<file path="src/rtl/pcieifc_fifo_arb_pkg.sv">
// Shared types for the pcieifc async FIFO write-port arbiter.
package pcieifc_fifo_arb_pkg;

  typedef enum logic [2:0] {
    ST_IDLE  = 3'd0,
    ST_XFER  = 3'd1,
    ST_DRAIN = 3'd2,
    ST_CLR   = 3'd3,
    ST_DONE  = 3'd4
  } arb_state_e;

  // Free space is ADDR_WIDTH+FREE_PAD_W bits: one bit for the wrap pointer, one so
  // FIFO_DEPTH itself is representable when comparing against len+1.
  localparam int FREE_PAD_W = 2;

endpackage

</file>
<file path="src/rtl/pcieifc_rr_pick.sv">
// Combinational round-robin picker: first eligible index at or after rr_ptr, cyclically.
module pcieifc_rr_pick #(
  parameter int NUM_REQ = 4,
  parameter int IDX_W   = $clog2(NUM_REQ)
) (
  input  logic [NUM_REQ-1:0] eligible,
  input  logic [IDX_W-1:0]   rr_ptr,
  output logic [NUM_REQ-1:0] onehot,
  output logic [IDX_W-1:0]   idx
);

  logic [IDX_W:0]   sum;
  logic [IDX_W-1:0] cand;

  // Scan farthest offset first so the nearest eligible candidate is the last to overwrite.
  always_comb begin
    onehot = '0;
    idx    = '0;
    sum    = '0;
    cand   = '0;
    for (int k = NUM_REQ-1; k >= 0; k--) begin
      sum = {1'b0, rr_ptr} + (IDX_W+1)'(k);
      if (sum >= (IDX_W+1)'(NUM_REQ)) sum = sum - (IDX_W+1)'(NUM_REQ);
      cand = sum[IDX_W-1:0];
      if (eligible[cand]) begin
        onehot       = '0;
        onehot[cand] = 1'b1;
        idx          = cand;
      end
    end
  end

endmodule

</file>
<file path="src/rtl/pcieifc_async_fifo_wr_arb.sv">
// Write-domain arbiter for one async FIFO write port: packet-atomic round-robin grants
// gated on whole-packet free space, plus a drain-then-clear flush sequence.
module pcieifc_async_fifo_wr_arb
  import pcieifc_fifo_arb_pkg::*;
#(
  parameter int NUM_REQ    = 4,
  parameter int DATA_WIDTH = 32,
  parameter int ADDR_WIDTH = 5,
  parameter int FIFO_DEPTH = 32,
  parameter int LEN_WIDTH  = 5
) (
  input  logic                            clk,
  input  logic                            rst_n,
  input  logic [NUM_REQ-1:0]              req_valid,
  input  logic [NUM_REQ*LEN_WIDTH-1:0]    req_len,
  input  logic [NUM_REQ*DATA_WIDTH-1:0]   req_data,
  output logic [NUM_REQ-1:0]              gnt,
  output logic [NUM_REQ-1:0]              beat_ack,
  input  logic                            flush_req,
  output logic                            flush_done,
  output logic                            busy,
  input  logic                            wfull,
  input  logic                            wempty,
  input  logic [ADDR_WIDTH:0]             wptr_bin,
  input  logic [ADDR_WIDTH:0]             ptr_bin_r2w,
  output logic                            winc,
  output logic [DATA_WIDTH-1:0]           wdata,
  output logic                            wclr
);

  localparam int PTR_W  = ADDR_WIDTH + 1;
  localparam int FREE_W = ADDR_WIDTH + FREE_PAD_W;
  localparam int IDX_W  = $clog2(NUM_REQ);

  arb_state_e                 state_q, state_d;
  logic [NUM_REQ-1:0]         gnt_q, gnt_d;
  logic [IDX_W-1:0]           rr_ptr_q, rr_ptr_d;
  logic [LEN_WIDTH-1:0]       cnt_q, cnt_d;
  logic                       busy_q, busy_d;
  logic                       wclr_q, wclr_d;
  logic                       flush_done_q, flush_done_d;

  logic [NUM_REQ-1:0][LEN_WIDTH-1:0]  len_a;
  logic [NUM_REQ-1:0][DATA_WIDTH-1:0] data_a;
  logic [NUM_REQ-1:0]         elig, pick_oh;
  logic [IDX_W-1:0]           pick_idx;
  logic [PTR_W-1:0]           used;
  logic [FREE_W-1:0]          free;

  assign len_a  = req_len;
  assign data_a = req_data;

  // r2w lags the real read pointer, so this never overstates free space.
  assign used = wptr_bin - ptr_bin_r2w;
  assign free = FREE_W'(FIFO_DEPTH) - {1'b0, used};

  for (genvar i = 0; i < NUM_REQ; i++) begin : g_elig
    assign elig[i] = req_valid[i] && (free >= FREE_W'(len_a[i]) + FREE_W'(1));
  end

  pcieifc_rr_pick #(.NUM_REQ(NUM_REQ), .IDX_W(IDX_W)) u_pick (
    .eligible (elig),
    .rr_ptr   (rr_ptr_q),
    .onehot   (pick_oh),
    .idx      (pick_idx)
  );

  always_ff @(posedge clk or negedge rst_n) begin
    if (!rst_n) begin
      state_q      <= ST_IDLE;
      gnt_q        <= '0;
      rr_ptr_q     <= '0;
      cnt_q        <= '0;
      busy_q       <= 1'b0;
      wclr_q       <= 1'b0;
      flush_done_q <= 1'b0;
    end else begin
      state_q      <= state_d;
      gnt_q        <= gnt_d;
      rr_ptr_q     <= rr_ptr_d;
      cnt_q        <= cnt_d;
      busy_q       <= busy_d;
      wclr_q       <= wclr_d;
      flush_done_q <= flush_done_d;
    end
  end

  always_comb begin
    state_d  = state_q;
    gnt_d    = gnt_q;
    cnt_d    = cnt_q;
    rr_ptr_d = rr_ptr_q;
    unique case (state_q)
      ST_IDLE: begin
        if (flush_req) begin
          state_d = ST_DRAIN;
        end else if (|elig) begin
          state_d  = ST_XFER;
          gnt_d    = pick_oh;
          cnt_d    = len_a[pick_idx];
          rr_ptr_d = (pick_idx == IDX_W'(NUM_REQ-1)) ? '0 : pick_idx + IDX_W'(1);
        end
      end
      ST_XFER: begin
        if (winc) begin
          if (cnt_q == '0) begin
            state_d = ST_IDLE;
            gnt_d   = '0;
          end else begin
            cnt_d = cnt_q - LEN_WIDTH'(1);
          end
        end
      end
      ST_DRAIN: if (wempty) state_d = ST_CLR;
      ST_CLR:   state_d = ST_DONE;
      ST_DONE:  state_d = ST_IDLE;
      default: begin
        state_d = ST_IDLE;
        gnt_d   = '0;
      end
    endcase
    busy_d       = (state_d != ST_IDLE);
    wclr_d       = (state_d == ST_CLR);
    flush_done_d = (state_d == ST_DONE);
  end

  always_comb begin
    winc     = (state_q == ST_XFER) && !wfull;
    beat_ack = gnt_q & {NUM_REQ{winc}};
    wdata    = '0;
    for (int i = 0; i < NUM_REQ; i++) begin
      if (gnt_q[i]) wdata = wdata | data_a[i];
    end
  end

  assign gnt        = gnt_q;
  assign busy       = busy_q;
  assign wclr       = wclr_q;
  assign flush_done = flush_done_q;

endmodule
</file>
<file path="config.mk">
export PLATFORM = sky130hd
export DESIGN_NAME = pcieifc_async_fifo_wr_arb
export DESIGN_NICKNAME = d
export VERILOG_FILES = /design/src/rtl/pcieifc_fifo_arb_pkg.sv /design/src/rtl/pcieifc_rr_pick.sv /design/src/rtl/pcieifc_async_fifo_wr_arb.sv
export SDC_FILE = /design/constraint.sdc
export NUM_CORES = 1
export LEC_CHECK = 0
export BUFFER_PORTS_ARGS = -buffer_cell sky130_fd_sc_hd__buf_2
export CAP_MARGIN = 20
export CORE_MARGIN = 2
export CORE_UTILIZATION = 40
export DETAILED_ROUTE_END_ITERATION = 16
export PLACE_DENSITY = 0.8
export SLEW_MARGIN = 25
export SYNTH_ARGS = -nofsm -noshare
export SYNTH_HDL_FRONTEND = slang
export SYNTH_HIERARCHICAL = 1
export SYNTH_SLANG_ARGS = --single-unit
</file>
<file path="constraint.sdc">
create_clock -name clk -period 2.9 [get_ports clk]
set_input_delay 0.29 -clock clk [delete_from_list [all_inputs] [get_ports clk]]
set_output_delay 0.29 -clock clk [all_outputs]
set_load 0.005 [all_outputs]
</file>
==> out/metrics.yaml, run 1 <==
status: "finished, violations left"
violations: "negative setup slack"
skew_ns: 0.00474
grt_pass1_vias: 4147
switchingPower_uw: 2180
syn_area_per_cell_um2: 8.08
die_area_mm2: 0.00894
arrival_ns: 4.46
relSlewSlack: 0.415
internal_power_uw: 2270
ys.warnings.count: 6
num-nets-final: 891
hold_ws_ns: 0.315
cap_violations: 0
overflow: 0
grt_pass1_wl_mm: 20.9
ir_drop_uv: 377
cts.clk_slew.worst_paths_ns: 0.07
rr_startpoint: "rr_ptr_q[0]"
power_density_mw_per_mm2: 801
die_x_um: 94.6
ys_async_sr_fraction: 1.00
synthTopCellsByArea: "ha_1 17%, a22oi_1 15%, dfrtp_1 13%, nand2_1 5.4%, mux4_2 4.1%"
critPathKind: "input port to flip-flop"
ant_nets: 0
dr.pass1.iters: 5
synthToLayoutAreaGrowth_pct: 69.6
worst_pin_slew_ns: 0.871
tritoncts: "done"
synth_flop_cell: "dfrtp_1"
final_cells: 781
min_from: "flush_req"
yosysUniqueCellTypes: 56
yosysTopAreaCell: "ha_1"
critPathCaptureType: "flip-flop"
ys_seq_elements: 17
cp_num_buf_inv: 4
routedWlPerCell_um: 19.5
hpwl_mm: 11.6
power_frac_seq: 0.119
fin_crit_ns: 4.32
clock_latency_ns: 0.25
synth_edf_count: 0
critPathLaunchType: "input port"
track_usage: 0.302
hold_class: "input port to flip-flop"
synth_top_area_share: 0.172
switching_share: 0.490
wl_mm: 15.2
cp_top_family: "compound AO/OA/AOI/OAI gates"
required_ns: 3.04
place_inst: 765
rsz0062_at_grt: "true"
dp_slack_ns: -1.84
clk_path_buf_depth: 2
cts_inserted_buffers: 3
holdPathStages: 2
drive_gt1_frac: 0.542
grt_max_degree: 35
reg2reg_slack_ns: 0.15
period_share: 1.49
critical_path.max_fanout: 4
initial_core_util: 0.405
fmax_mhz: 232
cpPeakStageDelay_ns: 0.57
gp_congestion: 0.967
drc_errors: 0
p_clk_frac: 0.041
ys_seq_area_frac: 0.130
num_rows: 33
worst_slack_ns: -1.42
num_vias: 4649
syn_nets: 621
antenna_found_initial: 1
htreeDepth: 1
cp_cell_sequence: "buf_8 > inv_12 > ha_4 > inv_2 > fa_2 > a21o_1 > a21oi_2 > xnor2_2 > nor2_2 > nand2_2 > xor2_4 > buf_12 > ha_4 > a21oi_4 > a31oi_4 > mux4_2 > nand2_2 > nand3_2 > o22ai_4 > mux4_2 > nand2_2 > o21ai_2 > a22o_1"
drtIter0Drc: 217
vias_per_cell: 5.95
io-pin-count: 213
worst_r2r_path_depth: 9
cpMostUsedCell: "nand2_2"
setup_viol: 13
cp_slowest_cell: "mux4_2"
coreArea_mm2: 0.00809
hold_violations: 0
die_y_um: 94.6
synth_cells: 406
syn_area_mm2: 0.00328
numPortBuffers: 212
leakagePower_uw: 0.00288
maxSlewViolCount: 0
cts.sinks: 17
timing.rr.end: "cnt_q[2]"
hold_end: "state_q[1]"
combPwrFrac: 0.840
clock-root-buffer: "clkbuf_8"
[layout make-up]
cell class	instances	area [um2]
multi-input cells	339	3150
fillers	606	2530
repair buffers	287	1690
flip-flops and latches	17	425
well taps	105	131
inverters	28	118
clock buffers	3	41.3
clock inverters	1	5.00
diodes	1	2.50
[worst max path at each step]
| stage | start | endpoint | cells past startpoint |
|---|---|---|---|
| after floorplan | wptr_bin[0] | cnt_q[3] | 21 |
| after global routing | wptr_bin[0] | cnt_q[2] | 22 |
| after global placement | wptr_bin[0] | cnt_q[4] | 19 |
| final | wptr_bin[0] | cnt_q[2] | 23 |
| after detailed placement | wptr_bin[0] | cnt_q[0] | 20 |
| after CTS | wptr_bin[0] | cnt_q[2] | 23 |
[worst reg2reg max path, cell delays in order (launching register included)]
cell and delay (ns):
dfrtp_1 0.52, inv_1 0.11, ha_1 0.45, mux2i_1 0.33
a21boi_2 0.11, o22ai_4 0.25, mux4_2 0.57, nand2_2 0.08
o21ai_2 0.05, a22o_1 0.18
[state kept, by name, indices dropped and copies added (netlist names)]
name and count:
state_q 3, wclr 1, busy 1, gnt 4
rr_ptr_q 2, cnt_q 5, flush_done 1
[stage by stage]
step / util / cell area (um2) / power (uW) / TNS [ns]
final: 0.688 / 5570 / 4460 / -15.39
after global routing: 0.688 / 5570 / 4780 / -16.92
after CTS: 0.669 / 5410 / 4200 / -14.83
after detailed placement: 0.626 / 5070 / 3760 / -20.06
after global placement: 0.626 / 5070 / 3620 / -17.54
after floorplan: - / 3490 / 2580 / -12.64
[layer usage]
metal  part of all wire  track usage  vias to the layer above
met5             0.0022       0.0357                        -
met4              0.051        0.128                        2
met3              0.094       0.0662                       63
met2               0.49        0.528                      279
met1               0.36        0.352                     2211
li1                   -            -                     2094
[power by group through the flow]
stage / combinational [uW] / clock [uW] / sequential (uW)
after floorplan: 2150 / 0 / 431
after global placement: 3110 / 0 / 510
after detailed placement: 3240 / 0 / 519
after CTS: 3500 / 183 / 518
after global routing: 4040 / 192 / 550
final: 3740 / 182 / 531
[cells by family after synthesis]
family	Yosys count	synth area share
compound gates	129	0.293
xor+xnor	21	0.0561
mux	20	0.0912
buf+inv	50	0.0618
flops	17	0.130
fa+ha+maj	46	0.178
simple gates	123	0.190
[cell usage in the layout, fill, tap and decap left out, drive strengths merged, types with 2 or more instances in the layout]
master and n:
a31oi 7, xor2 12, xnor2 9, a21oi 13, o21ai 6, nor3b 5
nand3 15, inv 28, nor2 11, dfrtp 17, nand2 48, a211o 5
a22o 2, mux2 3, or4 2, a21o 7, ha 45, nor3 8
or3 2, o22ai 3, buf 286, o2111ai 5, nand2b 7, mux4 7
o21a 3, clkbuf 3, nor4 4, a22oi 68, mux2i 10, nand4 5
and3 10
[synth_stat cells, drive strengths merged (2+ instances only)]
| cell | number |
|---|---|
| inv | 28 |
| or3 | 2 |
| a22oi | 68 |
| a211o | 5 |
| a21oi | 13 |
| o21a | 3 |
| nor2 | 11 |
| nand4 | 5 |
| xor2 | 12 |
| nand2b | 7 |
| dfrtp | 17 |
| buf | 2 |
| a22o | 2 |
| clkbuf | 20 |
| mux2 | 3 |
| a31oi | 7 |
| xnor2 | 9 |
| or4 | 2 |
| nor3b | 5 |
| nor4 | 4 |
| o22ai | 3 |
| o21ai | 6 |
| ha | 45 |
| nand3 | 15 |
| a21o | 7 |
| nor3 | 8 |
| mux2i | 10 |
| and3 | 10 |
| o2111ai | 5 |
| nand2 | 48 |
| mux4 | 7 |
[repair_timing]
action                     4_1_cts  5_1_grt
pin swaps                       27       20
hold buffers                     1        0
hold endpoints to repair        17        0
setup endpoints to repair       13       13
buffers inserted                 9        3
gates resized for setup         35       21
Power figures use the tool's default switching activity.
==> run 2, diff against run 1 <==
--- a/config.mk
+++ b/config.mk
@@ -10,7 +10,7 @@
 export CORE_MARGIN = 2
 export CORE_UTILIZATION = 40
 export DETAILED_ROUTE_END_ITERATION = 16
-export PLACE_DENSITY = 0.8
+export PLACE_DENSITY = 0.76
 export SLEW_MARGIN = 25
 export SYNTH_ARGS = -nofsm -noshare
 export SYNTH_HDL_FRONTEND = slang
==> run 2 against run 1 <==
The run still ends with negative setup slack left. Sequential power increased by 14%. Fmax increased by 0.77%. Clock power about the same. First-iteration DRC count increased by 18%. Setup slack improved by 0.033 ns. Critical path depth increased by 1. Global-route usage decreased by 3.0 points.
==> out/metrics.yaml, run 2 (synthesized netlist as in run 1, its figures left out) <==
critPathKind: "input port to flip-flop"
largest_reg_flops: 5  # unchanged
timing.rr.end: "cnt_q[3]"
relSlewSlack: 0.367  # -0.0483
status: "finished, violations left"
grt_pass1_vias: 4088  # -1.4%
cts_inserted_buffers: 3  # unchanged
tritoncts: "done"
worst_r2r_path_depth: 11  # +2
gp_congestion: 0.918  # -5.1%
final_cell_mix: "211 x buf_2, 67 x a22oi_1, 66 x buf_4"
hold_class: "input port to flip-flop"
clock_latency_ns: 0.26  # about the same
clk_path_buf_depth: 2  # unchanged
coreArea_mm2: 0.00809  # unchanged
arrival_ns: 4.46  # about the same
vias_per_cell: 5.58  # -6.3%
ant_nets: 0  # unchanged
fmax_mhz: 233  # +0.77%
regMostFlops: "cnt_q"
die_area_mm2: 0.00894  # unchanged
required_ns: 3.08  # +0.04 ns
layout_commonest_cell: "buf_2"
clock-root-buffer: "clkbuf_8"
drtIter0Drc: 255  # +18%
hold_violations: 0  # unchanged
synthToLayoutAreaGrowth_pct: 65.2
hold_end: "state_q[1]"
use_met3: 0.0351  # -0.0311
initial_core_util: 0.405  # unchanged
ir_drop_uv: 362  # -4.0%
period_share: 1.48  # -0.0114
holdPathStages: 2  # unchanged
drive_gt1_frac: 0.527  # -0.0155
wl_mm: 13.4  # -12%
min_from: "flush_req"
maxSlewViolCount: 0  # unchanged
skew_ns: 0.00216  # -0.00257 ns
fill_cells: 648  # +6.9%
numPortBuffers: 212  # unchanged
rsz0062_at_grt: "true"
antenna_found_initial: 0  # -1
top_usage_layer: "met2"
routedWlPerCell_um: 17.2  # -12%
power_density_mw_per_mm2: 779  # -2.7%
num-nets-final: 890  # -0.11%
crit_start: "wptr_bin[0]"
hpwl_mm: 10.9  # -6.5%
place_area_mm2: 0.00506  # about the same
fin_crit_ns: 4.29  # -0.0329 ns
die_y_um: 94.6  # unchanged
overflow: 0  # unchanged
worst_pin_slew_ns: 0.950  # +0.0792 ns
fin_tns_setup_ns: -15.32  # +0.0754 ns
reg2reg_slack_ns: 0.27  # +0.12 ns
cts.clk_slew.worst_paths_ns: 0.07  # about the same
setup_viol: 13  # unchanged
num_rows: 33  # unchanged
dr.pass1.iters: 5  # unchanged
cap_violations: 0  # unchanged
io-pin-count: 213  # unchanged
met2_usage: 0.485  # -0.0435
critical_path.max_fanout: 4  # unchanged
violations: "negative setup slack"
drc_errors: 0  # unchanged
rr_startpoint: "rr_ptr_q[0]"
track_usage: 0.272  # -0.0301
grt_max_degree: 36  # +2.9%
leakagePower_uw: 0.00285  # -1.1%
die_x_um: 94.6  # unchanged
met1_usage: 0.340  # -0.0126
htreeDepth: 1  # unchanged
critPathCaptureType: "flip-flop"
final_area_mm2: 0.00542  # -2.6%
cts.sinks: 17  # unchanged
num_vias: 4349  # -6.5%
grt_pass1_wl_mm: 19.2  # -8.2%
critPathLaunchType: "input port"
worst_slack_ns: -1.39  # +0.0329 ns
[run 2: cell count changes in the layout (fill, tap and decap cells not counted), moves of 2 or more]
cell       before  now
ha_1           34   37
buf_12          2    0
ha_4            9    7
nand2_1        43   45
nand2_2         4    2
o2111ai_2       2    4
o2111ai_4       3    1
o21ai_1         1    3
o21ai_2         2    0
[run 2: timing repair]
action                                  CTS  global route
buffers inserted                          8             1
endpoints found under the hold margin    17             0
endpoints found under the setup margin   13            13
gates resized for setup                  25            13
pin swaps                                25            16
cloned                                    0             0
hold buffers                              1             0
[run 2: worst max-delay path, stage by stage]
cell	delay, ns
buf_8	0.11
inv_12	0.04
ha_4	0.11
inv_2	0.03
fa_2	0.37
a21o_1	0.20
a21oi_2	0.19
xnor2_2	0.15
nor2_1	0.08
nand2_2	0.13
xor2_4	0.26
buf_6	0.14
ha_4	0.20
a21oi_4	0.16
a31oi_4	0.10
buf_4	0.15
buf_6	0.10
buf_4	0.12
mux4_2	0.47
or4_1	0.48
a21o_1	0.20
o211ai_1	0.11
nand2_1	0.09
mux2i_1	0.15
[run 2: how the worst max path moves through the flow]
| stage | endpoint | slack (ns) |
|---|---|---|
| 2_1_floorplan | cnt_q[3] | -1.44 |
| 3_3_place_gp | cnt_q[3] | -1.61 |
| 3_5_place_dp | cnt_q[2] | -1.81 |
| 4_1_cts | cnt_q[3] | -1.35 |
| 5_1_grt | cnt_q[3] | -1.56 |
| 6_report | gnt[1] | -1.39 |
[run 2: area by class of cell]
type,count,area [um2],area share
multi-input cells,339,3040,0.561
repair buffers,286,1660,0.305
flip-flops and latches,17,427,0.0787
well taps,105,131,0.0242
inverters,28,118,0.0217
clock buffers,3,41.3,0.00762
clock inverters,1,5.00,0.000923
diodes,1,2.50,0.000462
[run 2: through the flow]
step | setup slack, ns | power (uW) | util | hold slack [ns] | instances
finish | -1.39 | 4220 | 0.670 | 0.286 | 780
global route | -1.56 | 4580 | 0.669 | 0.282 | 779
CTS | -1.35 | 4110 | 0.656 | 0.285 | 778
detailed placement | -1.81 | 3790 | 0.626 | 0.228 | 766
global placement | -1.61 | 3670 | 0.626 | 0.227 | 766
floorplan | -1.44 | 2580 | - | -0.00559 | 406
[run 2: report_power, final]
part,leakage [uW],internal (uW),switching [uW],total [uW]
clock network,0.0000255,95.5,85.7,181
logic,0.00261,1730,1700,3440
registers,0.000212,343,262,605
[run 2: metal layers]
layer | vias up | routed length (um)
li1 | 2088 | -
met1 | 2055 | 5440
met2 | 180 | 6690
met3 | 26 | 919
met4 | 0 | 331
met5 | - | 0
==> run 3, diff against run 2 <==
--- a/config.mk
+++ b/config.mk
@@ -7,6 +7,7 @@
 export LEC_CHECK = 0
 export BUFFER_PORTS_ARGS = -buffer_cell sky130_fd_sc_hd__buf_2
 export CAP_MARGIN = 20
+export CORE_ASPECT_RATIO = 1.2
 export CORE_MARGIN = 2
 export CORE_UTILIZATION = 40
 export DETAILED_ROUTE_END_ITERATION = 16
==> run 3 against run 2 <==
The flow still finishes with violations (negative setup slack). Clock skew rose by 0.0030 ns. Clock power fell by 4%. Critical path depth fell by 2. Setup slack improved by 0.0015 ns. Global-route usage rose by 1.1 points. Power rose by 3.8%. Sequential share of layout area fell by 0.15 points. Die area barely moved. Clock-buffer cell count rose by 1. Sequential power fell by 4.6%. Combinational power rose by 6%. Critical path type unchanged. Highest routed layer is now met5.
==> out/metrics.yaml, run 3 (synthesized netlist as in run 1, its figures left out) <==
status: "finished, violations left"
violations: "negative setup slack"
maxSlewViolCount: 0  # unchanged
regMostFlops: "cnt_q"
num_rows: 36  # +9.1%
cpPeakStageDelay_ns: 0.54  # +0.06 ns
cap_violations: 0  # unchanged
grt_max_degree: 24  # -33%
holdPathStages: 2  # unchanged
relSlewSlack: 0.452  # +0.0854
hold_violations: 0  # unchanged
vias_per_cell: 5.64  # +1.2%
numPortBuffers: 212  # unchanged
grt_pass1_vias: 4244  # +3.8%
final_cell_mix: "211 x buf_2, 70 x buf_4, 67 x a22oi_1"
critPathLaunchType: "input port"
rsz0062_at_grt: "true"
hold_ws_ns: 0.295  # +0.00913 ns
layout_commonest_cell: "buf_2"
reg2reg_slack_ns: 0.24  # -0.03 ns
cts_inserted_buffers: 3  # unchanged
drive_gt1_frac: 0.533  # +0.00584
gp_congestion: 1.03  # +12%
tritoncts: "done"
cp_num_buf_inv: 7  # unchanged
critPathKind: "input port to flip-flop"
hold_end: "state_q[1]"
period_share: 1.48  # about the same
cp_cell_sequence: "buf_8 > inv_12 > ha_4 > inv_2 > fa_2 > inv_2 > ha_4 > xnor2_2 > ha_1 > a211o_1 > o2111ai_4 > a31oi_4 > buf_4 > mux2_4 > mux2i_4 > nand3_1 > o22ai_2 > buf_6 > buf_4 > mux4_2 > nor3_2 > nor4_1"
track_usage: 0.283  # +0.0115
critical_path.max_fanout: 6  # +2
final_area_mm2: 0.00551  # +1.6%
io-pin-count: 213  # unchanged
leakagePower_uw: 0.00286  # +0.53%
ant_nets: 0  # unchanged
coreArea_mm2: 0.00806  # -0.37%
drc_errors: 0  # unchanged
arrival_ns: 4.41  # -0.05 ns
die_y_um: 103  # +9.1%
critPathCaptureType: "flip-flop"
worst_pin_slew_ns: 0.815  # -0.134 ns
hold_class: "input port to flip-flop"
ir_drop_uv: 327  # -9.6%
fin_crit_ns: 4.29  # -0.00150 ns
fmax_mhz: 233  # about the same
min_from: "flush_req"
cp_slowest_cell: "fa_2"
rr_startpoint: "rr_ptr_q[0]"
timing.rr.end: "cnt_q[0]"
die_x_um: 86.7  # -8.3%
place_area_mm2: 0.00508  # +0.44%
die_area_mm2: 0.00894  # about the same
clock_latency_ns: 0.25  # about the same
skew_ns: 0.00520  # +0.00304 ns
overflow: 0  # unchanged
wl_mm: 13.4  # about the same
htreeDepth: 1  # unchanged
required_ns: 3.02  # -0.06 ns
setup_viol: 13  # unchanged
worst_slack_ns: -1.39  # +0.00150 ns
initial_core_util: 0.407  # +0.00151
cts.sinks: 17  # unchanged
synthToLayoutAreaGrowth_pct: 67.9
drtIter0Drc: 240  # -5.9%
routedWlPerCell_um: 17.4  # +1.2%
num-nets-final: 892  # +0.22%
clock-root-buffer: "clkbuf_8"
worst_r2r_path_depth: 11  # unchanged
dr.pass1.iters: 5  # unchanged
cts.clk_slew.worst_paths_ns: 0.07  # about the same
num_antenna_cells: 0  # -1
antenna_found_initial: 3  # +3
largest_reg_flops: 5  # unchanged
clk_path_buf_depth: 2  # unchanged
num_vias: 4351  # +0.046%
hpwl_mm: 10.8  # -0.61%
power_density_mw_per_mm2: 796  # +2.2%
grt_pass1_wl_mm: 20.1  # +4.6%
cp_top_family: "adder cells"
[run 3: how the worst max path moves through the flow]
stage                      from        to  slack [ns]  depth (start not counted)
floorplan           wptr_bin[0]  cnt_q[3]       -1.44                         21
global route        wptr_bin[0]  cnt_q[1]       -1.52                         23
global placement    wptr_bin[0]  cnt_q[3]       -1.64                         20
CTS                 wptr_bin[0]  cnt_q[2]       -1.33                         23
finish              wptr_bin[0]  cnt_q[0]       -1.39                         22
detailed placement  wptr_bin[0]  cnt_q[2]       -1.81                         20
[run 3: per-stage QoR]
| step | std cells | setup TNS (ns) | worst slack [ns] | util | power (uW) |
|---|---|---|---|---|---|
| after floorplan | 406 | -12.64 | -1.44 | - | 2580 |
| after global placement | 759 | -17.70 | -1.64 | 0.631 | 3680 |
| after detailed placement | 759 | -19.48 | -1.81 | 0.631 | 3790 |
| after CTS | 770 | -14.74 | -1.33 | 0.677 | 4230 |
| after global routing | 771 | -17.16 | -1.52 | 0.683 | 4750 |
| final | 771 | -15.42 | -1.39 | 0.683 | 4380 |
[run 3: layout make-up]
| class | count | area [um2] |
|---|---|---|
| multi-input cells | 339 | 3120 |
| fillers | 617 | 2550 |
| repair buffers | 288 | 1680 |
| flip-flops and latches | 17 | 425 |
| well taps | 95 | 119 |
| inverters | 28 | 118 |
| clock buffers | 4 | 45.0 |
[run 3: layer usage]
| layer | GRT usage | up-vias | wire [um] |
|---|---|---|---|
| met4 | 0.0913 | 6 | 369 |
| met5 | 0 | - | 42 |
| li1 | - | 2100 | - |
| met1 | 0.309 | 2021 | 4960 |
| met2 | 0.529 | 190 | 6820 |
| met3 | 0.0762 | 34 | 1190 |
[run 3: report_power, final]
group / total [uW] / internal [uW] / switching [uW]
Combinational: 3630 / 1840 / 1800
Sequential: 577 / 343 / 235
Clock: 174 / 97.4 / 76.9
Total: 4380 / 2280 / 2110
[run 3: timing repair]
item / CTS / global route
gates resized for setup: 35 / 8
setup endpoints to repair: 13 / 13
hold endpoints to repair: 17 / 0
buffers inserted: 7 / 1
pin swaps: 23 / 10
hold buffers: 1 / 0
